**src/rtl/mydataset_lane_pkg.sv**
```systemverilog
//------------------------------------------------------------------------------
// Module : mydataset_lane_pkg
// Brief  : Shared widths, FSM state type and saturating helpers for the
//          lane-CNN accumulate/requantise stage.
// Rev    : 1.0 - initial release
//------------------------------------------------------------------------------
`default_nettype none

package mydataset_lane_pkg;

  localparam int IN_W  = 22;
  localparam int ACC_W = 32;
  localparam int OUT_W = 16;

  typedef enum logic [0:0] {
    IDLE  = 1'b0,
    ACCUM = 1'b1
  } state_t;

  // Clamp a wide signed value into the signed range of a w-bit word.
  function automatic logic signed [63:0] sat_clamp(input logic signed [63:0] v,
                                                   input int w);
    logic signed [63:0] mx;
    logic signed [63:0] mn;
    mx = (64'sd1 <<< (w - 1)) - 64'sd1;
    mn = -(64'sd1 <<< (w - 1));
    if (v > mx) return mx;
    if (v < mn) return mn;
    return v;
  endfunction

  // Signed add clamped to w bits; ovf reports that clamping happened.
  function automatic logic signed [63:0] sat_add(input  logic signed [63:0] a,
                                                 input  logic signed [63:0] b,
                                                 input  int                 w,
                                                 output logic               ovf);
    logic signed [63:0] s;
    logic signed [63:0] c;
    s   = a + b;
    c   = sat_clamp(s, w);
    ovf = (c != s);
    return c;
  endfunction

endpackage

`default_nettype wire

```
**src/rtl/mydataset_lane_requant.sv**
```systemverilog
//------------------------------------------------------------------------------
// Module : mydataset_lane_requant
// Brief  : Combinational round-half-up, arithmetic shift, output saturation
//          and optional ReLU from accumulator width to activation width.
// Rev    : 1.0 - initial release
//------------------------------------------------------------------------------
`default_nettype none

module mydataset_lane_requant #(
  parameter int ACC_W = 32,
  parameter int OUT_W = 16,
  parameter int SHIFT = 2
) (
  input  logic signed [ACC_W-1:0] fin_sum,
  input  logic                    relu_en,
  output logic signed [OUT_W-1:0] r
);
  import mydataset_lane_pkg::*;

  // Half an output LSB; zero when no shift is applied.
  localparam logic signed [63:0] RND =
    (SHIFT == 0) ? 64'sd0 : (64'sd1 <<< ((SHIFT > 0) ? SHIFT - 1 : 0));

  logic signed [ACC_W-1:0] rounded;
  logic signed [ACC_W-1:0] shifted;

  // Round (saturating in ACC_W), shift, clamp to OUT_W, then ReLU.
  always_comb begin
    rounded = ACC_W'(sat_clamp(64'(fin_sum) + RND, ACC_W));
    shifted = rounded >>> SHIFT;
    r       = OUT_W'(sat_clamp(64'(shifted), OUT_W));
    if (relu_en && r[OUT_W-1]) begin
      r = '0;
    end
  end

endmodule

`default_nettype wire

```
**src/rtl/mydataset_lane_acc_requant.sv**
```systemverilog
//------------------------------------------------------------------------------
// Module : mydataset_lane_acc_requant
// Brief  : Accumulates one kernel window of signed products, adds a
//          per-channel bias and requantises to a 16-bit activation through a
//          two-register (fin, out) elastic pipeline.
// Rev    : 1.0 - initial release
//------------------------------------------------------------------------------
`default_nettype none

module mydataset_lane_acc_requant #(
  parameter int IN_W     = mydataset_lane_pkg::IN_W,
  parameter int ACC_W    = mydataset_lane_pkg::ACC_W,
  parameter int OUT_W    = mydataset_lane_pkg::OUT_W,
  parameter int SHIFT    = 2,
  parameter int MAX_TAPS = 25
) (
  input  logic                    clk,
  input  logic                    reset,
  input  logic                    in_valid,
  output logic                    in_ready,
  input  logic signed [IN_W-1:0]  in_data,
  input  logic                    in_last,
  input  logic signed [OUT_W-1:0] bias,
  input  logic                    relu_en,
  output logic                    out_valid,
  input  logic                    out_ready,
  output logic signed [OUT_W-1:0] out_data,
  output logic                    err_ovf,
  output logic                    err_len,
  input  logic                    err_clr
);
  import mydataset_lane_pkg::*;

  // Counter saturates at MAX_TAPS+1 so an over-long group cannot wrap.
  localparam int             CW      = $clog2(MAX_TAPS + 2);
  localparam logic [CW-1:0]  TAP_LIM = CW'(MAX_TAPS + 1);

  state_t                  state_q, state_d;
  logic signed [ACC_W-1:0] acc_q, acc_d;
  logic [CW-1:0]           tap_cnt_q, tap_cnt_d;
  logic                    fin_valid_q, fin_valid_d;
  logic signed [ACC_W-1:0] fin_sum_q, fin_sum_d;
  logic                    fin_relu_q, fin_relu_d;
  logic                    out_valid_q, out_valid_d;
  logic signed [OUT_W-1:0] out_data_q, out_data_d;
  logic                    err_ovf_q, err_ovf_d;
  logic                    err_len_q, err_len_d;

  logic                    adv_b;
  logic                    accept;
  logic                    load_b;
  logic signed [ACC_W-1:0] acc_base;
  logic signed [ACC_W-1:0] acc_next;
  logic signed [ACC_W-1:0] fin_next;
  logic                    ovf_acc;
  logic                    ovf_fin;
  logic [CW-1:0]           cnt_next;
  logic signed [OUT_W-1:0] req_data;

  // Handshake: the out stage advances when empty or drained; fin can take a
  // new beat whenever it is empty or is moving into the out stage.
  always_comb begin
    adv_b    = !out_valid_q || out_ready;
    in_ready = !fin_valid_q || adv_b;
    accept   = in_valid && in_ready;
    load_b   = fin_valid_q && adv_b;
  end

  // Datapath for the current beat: running sum, biased sum and beat count.
  always_comb begin
    acc_base = (state_q == IDLE) ? '0 : acc_q;
    acc_next = ACC_W'(sat_add(64'(acc_base), 64'(in_data), ACC_W, ovf_acc));
    fin_next = ACC_W'(sat_add(64'(acc_next), 64'(bias), ACC_W, ovf_fin));
    if (state_q == IDLE) begin
      cnt_next = CW'(1);
    end else if (tap_cnt_q == TAP_LIM) begin
      cnt_next = tap_cnt_q;
    end else begin
      cnt_next = tap_cnt_q + CW'(1);
    end
  end

  // Next state for the group FSM, the fin and out stages and sticky flags.
  always_comb begin
    state_d     = state_q;
    acc_d       = acc_q;
    tap_cnt_d   = tap_cnt_q;
    fin_valid_d = fin_valid_q;
    fin_sum_d   = fin_sum_q;
    fin_relu_d  = fin_relu_q;
    out_valid_d = out_valid_q;
    out_data_d  = out_data_q;

    if (load_b) begin
      out_valid_d = 1'b1;
      out_data_d  = req_data;
      fin_valid_d = 1'b0;
    end else if (out_ready) begin
      out_valid_d = 1'b0;
    end

    if (accept) begin
      if (in_last) begin
        state_d     = IDLE;
        acc_d       = '0;
        tap_cnt_d   = '0;
        fin_valid_d = 1'b1;
        fin_sum_d   = fin_next;
        fin_relu_d  = relu_en;
      end else begin
        state_d   = ACCUM;
        acc_d     = acc_next;
        tap_cnt_d = cnt_next;
      end
    end

    err_ovf_d = (err_ovf_q && !err_clr) ||
                (accept && (ovf_acc || (in_last && ovf_fin)));
    err_len_d = (err_len_q && !err_clr) ||
                (accept && (cnt_next > CW'(MAX_TAPS)));
  end

  mydataset_lane_requant #(
    .ACC_W (ACC_W),
    .OUT_W (OUT_W),
    .SHIFT (SHIFT)
  ) u_requant (
    .fin_sum (fin_sum_q),
    .relu_en (fin_relu_q),
    .r       (req_data)
  );

  // State registers; an asserted reset drops any partial group.
  always_ff @(posedge clk or negedge reset) begin
    if (!reset) begin
      state_q     <= IDLE;
      acc_q       <= '0;
      tap_cnt_q   <= '0;
      fin_valid_q <= 1'b0;
      fin_sum_q   <= '0;
      fin_relu_q  <= 1'b0;
      out_valid_q <= 1'b0;
      out_data_q  <= '0;
      err_ovf_q   <= 1'b0;
      err_len_q   <= 1'b0;
    end else begin
      state_q     <= state_d;
      acc_q       <= acc_d;
      tap_cnt_q   <= tap_cnt_d;
      fin_valid_q <= fin_valid_d;
      fin_sum_q   <= fin_sum_d;
      fin_relu_q  <= fin_relu_d;
      out_valid_q <= out_valid_d;
      out_data_q  <= out_data_d;
      err_ovf_q   <= err_ovf_d;
      err_len_q   <= err_len_d;
    end
  end

  assign out_valid = out_valid_q;
  assign out_data  = out_data_q;
  assign err_ovf   = err_ovf_q;
  assign err_len   = err_len_q;

endmodule

`default_nettype wire
```
**config.mk**
```make
export PLATFORM = sky130hd
export DESIGN_NAME = mydataset_lane_acc_requant
export DESIGN_NICKNAME = d
export VERILOG_FILES = /design/src/rtl/mydataset_lane_pkg.sv /design/src/rtl/mydataset_lane_requant.sv /design/src/rtl/mydataset_lane_acc_requant.sv
export SDC_FILE = /design/constraint.sdc
export NUM_CORES = 1
export LEC_CHECK = 0
export ABC_CLOCK_PERIOD_IN_PS = 9250
export BUFFER_PORTS_ARGS = -buffer_cell sky130_fd_sc_hd__buf_4
export CORE_MARGIN = 5
export CORE_UTILIZATION = 60
export DETAILED_ROUTE_END_ITERATION = 16
export PLACE_DENSITY = 0.79
export SETUP_SLACK_MARGIN = 0.15
export SYNTH_ARGS = -nofsm -noshare
export SYNTH_HDL_FRONTEND = slang
export SYNTH_HIERARCHICAL = 1
export SYNTH_SLANG_ARGS = --single-unit
```
**constraint.sdc**
```tcl
create_clock -name clk -period 9.25 [get_ports clk]
set_clock_uncertainty 0.15 [all_clocks]
set_input_delay 0.4625 -clock clk [delete_from_list [all_inputs] [get_ports clk]]
set_output_delay 0.4625 -clock clk [all_outputs]
set_load 0.02 [all_outputs]
```
==> parameters.txt, run 1 <==
Parameter                              Value

Layout
  Layout Cell Area excl Fill ... 9750 um2
  Antenna diode count ... 0
  Final net count ... 1,255
  End-of-flow core utilization ... between 60% and 70%
  Area growth from synthesis to layout ... 10.2%
  Fraction of final layout cells sized beyond drive strength 1 ... 15.2%
  Layout Cells excl Fill ... between 1k and 1.5k

Min path
  Critical hold path startpoint ... relu_en
  Path type of the worst min-delay path ... input port to register
  Capture endpoint of the worst hold path ... fin_relu_q
  Hold path cells ... 3

Global route
  Antenna violations before repair ... 0
  Largest net degree at the start of global routing ... 56
  Combined global-route utilization of all metal layers ... about a quarter
  Number of global-route vias before repair ... 7,831
  Total gr overflow ... 0
  First-pass GRT wire length ... 38,500 um

Placed design
  # port buffers ... 64
  Post-place setup slack ... ~2.0 ns
  Instance area after placement ... about 9400 um2
  Number of cells in the design after placement ... between 1k and 1.5k
  Hpwl dp ... 18,200 um
  Placer Congestion ... 0.999

STA
  Final critical delay including setup and external delays ... 7.45 ns
  Count of endpoints failing setup in the final report ... 0
  Setup TNS after final layout ... 0 ns
  Setup repair after global routing missed its margin ... no
  Slew at the pin with the worst max-slew slack ... around 0.90 ns
  Count of endpoints failing hold in the final timing report ... 0
  Final Max Slew Viols ... 0
  Share of the cycle needed by the critical path after routing ... a little over 80%
  Post-Route Hold Slack ... 0.161 ns
  Highest attainable clock frequency ... roughly 0.13 GHz
  Post-route worst setup slack ... 1.80 ns
  Slew Limit Headroom ... 39.9%

Setup path
  Endpoint type of the worst setup path ... register
  Startpoint type of the worst setup path ... register
  Number of cells on the worst reg-to-reg path ... 22
  Capture point of the worst reg-to-reg path ... fin_sum_q[30]
  Launching point of the worst reg2reg path ... state_q
  Arrival time at the worst endpoint ... about 7.5 ns
  Critical path required time ... roughly 9.3 ns
  Maximum fanout encountered on the critical timing path ... 22
  Internal reg-to-reg setup slack ... 1.80 ns
  Critical path startpoint ... state_q
  Critical path class ... register to register

Logic synthesis
  Cell area after synthesis ... 8840 um2
  Count of mapped cells out of synthesis ... 1,093
  Syn avg cell area ... 8.09 um2
  Count of warnings emitted by yosys ... 6
  Post-synth net total ... 1,209

Floorplan
  Die X ... 131 um
  Die ar. ... 17,300 um2
  Number of standard-cell rows in the floorplan ... 44
  Core area ... 14,500 um2
  Number of I/O pins ... between 60 and 70
  Vertical extent of the die ... 131 um
  Initial core utilization ... between 60% and 70%

Power and ir drop
  Pleak ... 4.29 nW
  Total power density per cell area ... 318 nW/um2
  Overall power ... 3.10 mW
  Maximum ir drop on the vdd rail ... about 150 uV

Routing
  Sum of routed wire length over all layers ... 23,200 um
  Routed WL per cell ... 17.5 um
  First drt pass iteration count ... 5
  Number of antenna-violating nets in the routed design ... 0
  # DRC ... 0
  Number of vias after detailed routing ... 8,307
  Vias/cell ... 6.26
  Drt first-iter violations ... 697

Clock tree
  Htree depth ... 3
  CTS buffer count ... 9
  Clock root buffer master ... sky130_fd_sc_hd__clkbuf_16
  Number of setup buffers added after CTS ... 0
  CTS Buffer Depth ... 2
  Clock-pin slew on the worst setup and hold paths ... 0.07 ns
  Number of sinks driven by the clock tree ... 90
  Clk Latency, worst-skew pair ... 0.36 ns
  TritonCTS clock tree ... yes

Flow run
  Number of max-cap violations ... 0

Outcome
  Status ... complete, no violations
area by class of cell:
cell class,count,area (um2)
clock inverter,7,92.6
multi-input combinational,935,6280
inverter,29,109
timing repair buffer,74,558
clock buffer,9,225
fill,1284,4730
tap,184,230
sequential,90,2250
where the power goes:
group	leakage [nW]	internal, mW	switching [mW]
logic	3.06	0.816	1.19
registers	1.07	0.537	0.163
clock network	0.156	0.217	0.180
placed cells by master, fill, tap and decap left out, types with 9 or more instances in the layout:
master	n
sky130_fd_sc_hd__a211oi_1	15
sky130_fd_sc_hd__nand3b_1	9
sky130_fd_sc_hd__o31ai_1	9
sky130_fd_sc_hd__clkbuf_16	9
sky130_fd_sc_hd__a21oi_1	78
sky130_fd_sc_hd__a21oi_2	23
sky130_fd_sc_hd__nor3_1	24
sky130_fd_sc_hd__nand4_1	21
sky130_fd_sc_hd__xor2_1	29
sky130_fd_sc_hd__a21o_1	24
sky130_fd_sc_hd__and2_1	41
sky130_fd_sc_hd__maj3_1	9
sky130_fd_sc_hd__inv_1	29
sky130_fd_sc_hd__o21ai_2	13
sky130_fd_sc_hd__nor2_1	105
sky130_fd_sc_hd__o21ai_0	78
sky130_fd_sc_hd__nand3_1	36
sky130_fd_sc_hd__and3_1	9
sky130_fd_sc_hd__buf_4	73
sky130_fd_sc_hd__ha_1	69
sky130_fd_sc_hd__dfrtp_1	90
sky130_fd_sc_hd__xnor2_1	38
sky130_fd_sc_hd__mux2_2	18
sky130_fd_sc_hd__o211ai_1	12
sky130_fd_sc_hd__nand2b_1	16
sky130_fd_sc_hd__nand2_1	127
how the worst max path moves through the flow:
stage	endpoint	slack [ns]
floorplan	fin_sum_q[14]	3.38
finish	fin_sum_q[30]	1.80
CTS	fin_sum_q[30]	1.95
global route	fin_sum_q[30]	1.13
detailed placement	fin_sum_q[30]	2.00
global placement	fin_sum_q[30]	2.24
registers in the layout (all words and copies together), names as in the netlist:
name,count
acc_q,32
fin_sum_q,31
out_data,16
tap_cnt_q,5
err_len,1
err_ovf,1
fin_relu_q,1
fin_valid_q,1
out_valid,1
state_q,1
critical path, stage by stage (launching register included):
cell                       delay [ns]
sky130_fd_sc_hd__dfrtp_1         0.75
sky130_fd_sc_hd__and2_1          0.22
sky130_fd_sc_hd__ha_1            0.19
sky130_fd_sc_hd__inv_1           0.06
sky130_fd_sc_hd__fa_1            0.38
sky130_fd_sc_hd__nand2b_1        0.20
sky130_fd_sc_hd__a21oi_1         0.29
sky130_fd_sc_hd__o311a_1         0.24
sky130_fd_sc_hd__nor3_2          0.08
sky130_fd_sc_hd__nor4_1          0.44
sky130_fd_sc_hd__o21a_1          0.48
sky130_fd_sc_hd__nand2_1         0.40
sky130_fd_sc_hd__a21oi_1         0.38
sky130_fd_sc_hd__ha_1            0.30
sky130_fd_sc_hd__a211oi_1        0.27
sky130_fd_sc_hd__o211ai_1        0.18
sky130_fd_sc_hd__a221oi_2        0.40
sky130_fd_sc_hd__nand3_1         0.31
sky130_fd_sc_hd__a221oi_1        0.36
sky130_fd_sc_hd__nor4_1          0.08
sky130_fd_sc_hd__a41o_1          0.34
sky130_fd_sc_hd__nor2_4          0.63
sky130_fd_sc_hd__a21oi_1         0.15
routing by layer:
layer	up-vias	track usage (%)	wire (um)
li1	4082	-	-
met1	3911	34.6	10200
met2	262	44.1	11100
met3	52	3.36	1060
met4	0	10.7	815
met5	-	0	0
timing repair:
action / 4_1_cts / 5_1_grt
hold buffers: 1 / 0
gates resized for setup: 0 / 0
hold endpoints to repair: 35 / 0
Note: power is estimated with default switching activity, not from simulation.
==> run 2: changes to the inputs <==
- ABC_AREA: unset -> 1
- ABC_CLOCK_PERIOD_IN_PS: 9250 -> 7400
- clock period: 9.25 -> 7.4 ns (I/O delays scaled with it)
==> parameters.txt, run 2 <==
Parameter                              Value

Logic synthesis
  Synth top area cells ... sky130_fd_sc_hd__nand2_1 (30%), sky130_fd_sc_hd__dfrtp_1 (22%), sky130_fd_sc_hd__inv_1 (8.9%), sky130_fd_sc_hd__ha_1 (8.2%), sky130_fd_sc_hd__nor2_1 (5.0%)
  Unique cell type count in the Yosys netlist ... 38
  Async set-reset flop share out of synthesis ... 100%
  Top post-synthesis cells by count ... sky130_fd_sc_hd__nand2_1 (848), sky130_fd_sc_hd__inv_1 (251), sky130_fd_sc_hd__nor2_1 (142), sky130_fd_sc_hd__nand3_1 (94), sky130_fd_sc_hd__dfrtp_1 (91)
  Share of the synthesized area in the top cell type ... 30.1%
  Portion of the post-synthesis area used by sequential elements ... 21.6%
  Cell area after synthesis ... between 10,000 and 15,000 um2
  Post-synth net total ... approximately 1.9k
  Synthesis-stage register bit count ... 91
  Count of warnings emitted by yosys ... 6
  Most repeated cell in the gate-level netlist after synthesis ... sky130_fd_sc_hd__nand2_1
  Count of mapped cells out of synthesis ... 1,829
  Syn avg cell area ... 5.78 um2
  Predominant post-synthesis flop cell ... sky130_fd_sc_hd__dfrtp_1
  Number of enable-type register cells in the synthesized netlist ... 0
  Most area-hungry cell type in the Yosys netlist ... sky130_fd_sc_hd__nand2_1

Global route
  Combined global-route utilization of all metal layers ... 29.8%
  Total gr overflow ... 0
  Number of global-route vias before repair ... approximately 10k
  Largest net degree at the start of global routing ... 82
  First-pass GRT wire length ... 49,600 um
  Antenna violations before repair ... 0

Layout
  Sequential cell area ... 2280 um2
  Final net count ... 1,992
  Area growth from synthesis to layout ... 8.77%
  Number of fill cells in the layout ... 1,708
  Antenna diode count ... 0
  Commonest non-fill, non-tap cell in the layout ... sky130_fd_sc_hd__nand2_1
  Most used cells in the layout excluding fill and tap cells ... sky130_fd_sc_hd__nand2_1 (848), sky130_fd_sc_hd__inv_1 (251), sky130_fd_sc_hd__nor2_1 (140)
  End-of-flow core utilization ... between 60% and 70%
  Multi-input gate area in the final layout ... 7100 um2
  Fraction of final layout cells sized beyond drive strength 1 ... 9.94%

Clock tree
  CTS Buffer Depth ... 2
  Clock-pin slew on the worst setup and hold paths ... 0.08 ns
  Clk Latency, worst-skew pair ... 0.36 ns
  Htree depth ... 3
  TritonCTS clock tree ... yes
  CTS buffer count ... 9
  Number of sinks driven by the clock tree ... 91
  Clock root buffer master ... sky130_fd_sc_hd__clkbuf_16
  Number of setup buffers added after CTS ... 0

STA
  Final critical delay including setup and external delays ... just under 6 ns
  Setup repair after global routing missed its margin ... no
  Highest attainable clock frequency ... 0.171 GHz
  Slew Limit Headroom ... 30.3%
  Slew at the pin with the worst max-slew slack ... approximately 1.0 ns
  Count of endpoints failing hold in the final timing report ... 0
  Share of the cycle needed by the critical path after routing ... between 70% and 80%
  Final Max Slew Viols ... 0
  Setup TNS after final layout ... 0 ns
  Count of endpoints failing setup in the final report ... 0

Routing
  Highest layer used for signal routing ... met4
  Drt first-iter violations ... 905
  First drt pass iteration count ... 5
  Routed WL per cell ... 14.4 um
  Met1 Routed Length ... 13,800 um
  Routed wl met2 ... 14,000 um
  Vias/cell ... 5.29
  Number of antenna-violating nets in the routed design ... 0
  Met3 routed wirelength ... 1910 um
  Sum of routed wire length over all layers ... a little over 30,000 um
  Number of vias after detailed routing ... 11.2k
  # DRC ... 0

Setup path
  Maximum fanout encountered on the critical timing path ... 54
  Startpoint type of the worst setup path ... register
  Critical path class ... register to register
  Critical path's top delay family ... simple AND/OR/NAND/NOR gates
  Internal reg-to-reg setup slack ... 1.55 ns
  Maximum cell stage delay along the critical path ... 0.73 ns
  Slowest-stage cell, CP ... sky130_fd_sc_hd__nand2_2
  Endpoint type of the worst setup path ... register
  Buffers plus inverters on the worst setup path ... 4
  Cell repeated most along the worst path ... sky130_fd_sc_hd__nand2_1
  Arrival time at the worst endpoint ... around 6.0 ns
  Critical path required time ... 7.54 ns

Placed design
  # port buffers ... between 60 and 70
  Placer Congestion ... 0.991
  Hpwl dp ... about 24,000 um

Power and ir drop
  Pleak ... 6.94 nW
  Total power density per cell area ... 395 nW/um2
  Maximum ir drop on the vdd rail ... 233 uV

Floorplan
  Number of standard-cell rows in the floorplan ... 48
  Die ar. ... 20,400 um2
  Number of I/O pins ... 65
  Core area ... 17,300 um2
  Die X ... 143 um
  Vertical extent of the die ... 143 um
  Initial core utilization ... 61.1%

Flow run
  Number of max-cap violations ... 0

Outcome
  Status ... complete, no violations

Min path
  Path type of the worst min-delay path ... input port to register
-- run 2: cell type report --
cell class              count  share of cell area (%)
flip-flops and latches     91                    19.8
multi-input cells        1442                    61.8
repair buffers             74                    4.86
well taps                 225                    2.45
clock buffers              11                    2.11
clock inverters             5                   0.523
inverters                 258                    8.43
-- run 2: cells by family after synthesis --
kind of cell | Yosys count | synth area share (%)
compound gates | 131 | 7.24
xor+xnor | 44 | 3.65
fa+ha+maj | 71 | 8.55
buf+inv | 296 | 11.3
flops | 91 | 21.6
mux | 16 | 1.71
simple gates | 1180 | 46.0
-- run 2: final timing paths --
| kind | cells after the start | startpoint | endpoint |
|---|---|---|---|
| setup / recovery | 34 | state_q | fin_sum_q[3] |
| hold / removal | 3 | relu_en | fin_relu_q |
| setup reg to reg | 34 | state_q | fin_sum_q[3] |
| hold reg to reg | 2 | acc_q[1] | acc_q[1] |
| max in group asynchronous | 3 | reset | fin_sum_q[25] |
| min in group asynchronous | 2 | reset | tap_cnt_q[3] |
-- run 2: what timing repair did --
| item | CTS | global route |
|---|---|---|
| endpoints found under the hold margin | 10 | 0 |
| gates resized for setup | 0 | 0 |
| hold buffers | 1 | 0 |
-- run 2: routing by layer --
| layer | global-route usage, % | vias to the layer above |
|---|---|---|
| met3 | 3.32 | 42 |
| met1 | 41.3 | 5056 |
| met4 | 7.35 | 0 |
| li1 | - | 5710 |
| met5 | 0 | - |
| met2 | 50.1 | 343 |
-- run 2: metrics by stage --
step / setup slack (ns) / instances / hold slack [ns] / total power, mW / instance area [um2]
finish: 1.55 / 2106 / 0.0919 / 4.54 / 11500
global route: 0.922 / 2106 / 0.0954 / 5.00 / 11500
CTS: 1.58 / 2106 / 0.0818 / 4.51 / 11500
detailed placement: 1.62 / 2089 / 0.0587 / 4.00 / 11200
global placement: 1.86 / 2089 / 0.0580 / 3.94 / 11200
floorplan: 2.95 / 1829 / -0.0756 / 3.28 / 10600
-- run 2: tightest hold or removal path: stages --
cell and delay [ns]:
sky130_fd_sc_hd__buf_4 0.08, sky130_fd_sc_hd__nand2_1 0.04, sky130_fd_sc_hd__nand2_1 0.06
-- run 2: report_power, final --
part,total (mW),internal [mW],switching (mW)
registers,0.885,0.685,0.200
logic,3.16,1.09,2.07
clock network,0.493,0.274,0.219
==> run 3: changes to the inputs <==
- ABC_CLOCK_PERIOD_IN_PS: 7400 -> 5200
- CORE_UTILIZATION: 60 -> 57
- PLACE_DENSITY: 0.79 -> 0.78
- clock period: 7.4 -> 5.2 ns (I/O delays scaled with it)
==> parameters.txt, run 3 (synthesized netlist as in run 2, its figures left out) <==
Parameter                              Value

Outcome
  Status ... complete, no violations

Power and ir drop
  Seq pwr share ... 18.6%
  Share of total power in combinational logic ... 71.1%
  Pleak ... 7.07 nW
  Part of the total power dissipated in the clock network ... 10.3%
  Switching power ... 3.60 mW
  Cell internal pwr ... about 3.1 mW
  Overall power ... 6.72 mW
  Maximum ir drop on the vdd rail ... ~370 uV
  Total power density per cell area ... 571 nW/um2
  Switching power share of the total ... 53.5%

Clock tree
  Number of sinks driven by the clock tree ... 91
  TritonCTS clock tree ... yes
  CTS buffer count ... 9
  Clock-pin slew on the worst setup and hold paths ... 0.07 ns
  Clock root buffer master ... sky130_fd_sc_hd__clkbuf_16
  Htree depth ... 3
  Clk Latency, worst-skew pair ... about 0.35 ns
  CTS Buffer Depth ... 2

Setup path
  Startpoint type of the worst setup path ... register
  Endpoint type of the worst setup path ... register
  Internal reg-to-reg setup slack ... approximately 0.47 ns
  Critical path required time ... 5.35 ns
  Slowest-stage cell, CP ... sky130_fd_sc_hd__dfrtp_1
  Capture point of the worst reg-to-reg path ... fin_sum_q[4]
  Maximum cell stage delay along the critical path ... 0.40 ns
  Number of cells on the worst reg-to-reg path ... 35
  Arrival time at the worst endpoint ... 4.87 ns
  Cell repeated most along the worst path ... sky130_fd_sc_hd__nand2_1
  Maximum fanout encountered on the critical timing path ... 29
  Critical path class ... register to register
  Launching point of the worst reg2reg path ... state_q

STA
  Highest attainable clock frequency ... 0.211 GHz
  Count of endpoints failing setup in the final report ... 0
  Count of endpoints failing hold in the final timing report ... 0
  Share of the cycle needed by the critical path after routing ... 90.9%
  Setup TNS after final layout ... 0 ns
  Final Max Slew Viols ... 0
  Slew at the pin with the worst max-slew slack ... around 0.7 ns
  Final critical delay including setup and external delays ... 4.73 ns
  Setup repair after global routing missed its margin ... no
  Slew Limit Headroom ... 53.3%

Min path
  Critical hold path startpoint ... err_clr
  Capture endpoint of the worst hold path ... err_ovf
  Hold path cells ... 4
  Path type of the worst min-delay path ... input port to register

Global route
  Combined global-route utilization of all metal layers ... 27.3%
  Number of global-route vias before repair ... 9,901
  Total gr overflow ... 0
  First-pass GRT wire length ... between 40,000 and 50,000 um
  Largest net degree at the start of global routing ... 57
  Antenna violations before repair ... 0

Layout
  Final net count ... 2,006
  Most used cells in the layout excluding fill and tap cells ... sky130_fd_sc_hd__nand2_1 (844), sky130_fd_sc_hd__inv_1 (251), sky130_fd_sc_hd__nor2_1 (139)
  Fraction of final layout cells sized beyond drive strength 1 ... 11.2%
  Number of fill cells in the layout ... 1,761
  Area growth from synthesis to layout ... 11.5%
  Antenna diode count ... 0
  Sequential cell area ... 2280 um2
  Multi-input gate area in the final layout ... between 7000 and 8000 um2
  Commonest non-fill, non-tap cell in the layout ... sky130_fd_sc_hd__nand2_1

Floorplan
  Die ar. ... 21,400 um2
  Core area ... 18,100 um2
  Initial core utilization ... 58.4%
  Number of I/O pins ... 65
  Vertical extent of the die ... 146 um
  Die X ... 146 um
  Number of standard-cell rows in the floorplan ... 49

Routing
  First drt pass iteration count ... 5
  Number of antenna-violating nets in the routed design ... 0
  Routed WL per cell ... 14.1 um
  Drt first-iter violations ... between 900 and 1k
  Number of vias after detailed routing ... 11.1k
  # DRC ... 0
  Sum of routed wire length over all layers ... 30,000 um
  Vias/cell ... 5.23

Placed design
  Placer Congestion ... just over 1
  # port buffers ... 64
  Hpwl dp ... about 24,000 um

Flow run
  Number of max-cap violations ... 0
[run 3: cell count changes in the layout (fill, tap and decap cells not counted), moves of 3 or more]
| cell | before | now |
|---|---|---|
| sky130_fd_sc_hd__buf_4 | 73 | 77 |
| sky130_fd_sc_hd__ha_1 | 69 | 65 |
| sky130_fd_sc_hd__nand2_1 | 848 | 844 |
| sky130_fd_sc_hd__buf_12 | 0 | 3 |
| sky130_fd_sc_hd__clkbuf_16 | 9 | 12 |
| sky130_fd_sc_hd__ha_2 | 0 | 3 |
[run 3: power by group through the flow]
stage / Clock [mW] / Combinational, mW / Sequential [mW]
after floorplan: 0 / 3.42 / 1.25
after global placement: 0 / 4.39 / 1.25
after detailed placement: 0 / 4.47 / 1.26
after CTS: 0.705 / 4.50 / 1.25
after global routing: 0.735 / 5.38 / 1.29
final: 0.696 / 4.78 / 1.25
[run 3: critical path: cells and delay by family, from the launching register on]
family                   cells  cell delay, ns
AO/OA/AOI/OAI                2            0.39
adder cells (fa/ha/maj)      3            0.89
buffers and inverters        7            0.78
flip-flops                   1            0.40
AND/OR/NAND/NOR             23            2.06
[run 3: how the worst max path moves through the flow]
stage / from / end / slack [ns] / cells after the start
4_1_cts: state_q / fin_sum_q[15] / 0.29 / 36
2_1_floorplan: state_q / fin_sum_q[21] / 0.75 / 39
6_report: state_q / fin_sum_q[4] / 0.47 / 35
3_5_place_dp: state_q / fin_sum_q[15] / 0.32 / 36
3_3_place_gp: state_q / fin_sum_q[5] / 0.45 / 34
5_1_grt: state_q / fin_sum_q[12] / 0.11 / 35
[run 3: area by class of cell]
| class | count | share of cell area (%) |
|---|---|---|
| timing repair buffer | 88 | 6.54 |
| clock inverter | 6 | 0.605 |
| clock buffer | 10 | 2.03 |
| sequential | 91 | 19.3 |
| multi-input combinational | 1442 | 60.8 |
| inverter | 258 | 8.22 |
| tap | 229 | 2.43 |
[run 3: per-stage QoR]
step / hold WS [ns] / instance area (um2) / std cells / utilization (%) / setup slack (ns)
6_report: 0.00960 / 11800 / 2124 / 65.1 / 0.472
5_1_grt: 0.0230 / 11800 / 2124 / 65.1 / 0.105
4_1_cts: 0.00625 / 11600 / 2118 / 64.1 / 0.292
3_5_place_dp: 0.0973 / 11300 / 2100 / 62.2 / 0.315
3_3_place_gp: 0.0931 / 11300 / 2100 / 62.2 / 0.454
2_1_floorplan: -0.186 / 10600 / 1829 / - / 0.750
[run 3: per-layer routing]
| metal | global-route usage (%) | vias to the layer above | routed length, um |
|---|---|---|---|
| met5 | 0 | - | 0 |
| met3 | 3.47 | 31 | 2170 |
| li1 | - | 5722 | - |
| met4 | 4.84 | 0 | 382 |
| met1 | 40.5 | 4982 | 14200 |
| met2 | 43.2 | 378 | 13300 |
[run 3: timing repair]
action | in CTS | in global routing
buffers inserted | 0 | 3
endpoints found under the hold margin | 36 | 0
resized for setup | 0 | 24
endpoints found under the setup margin | 0 | 31
hold buffers | 2 | 0
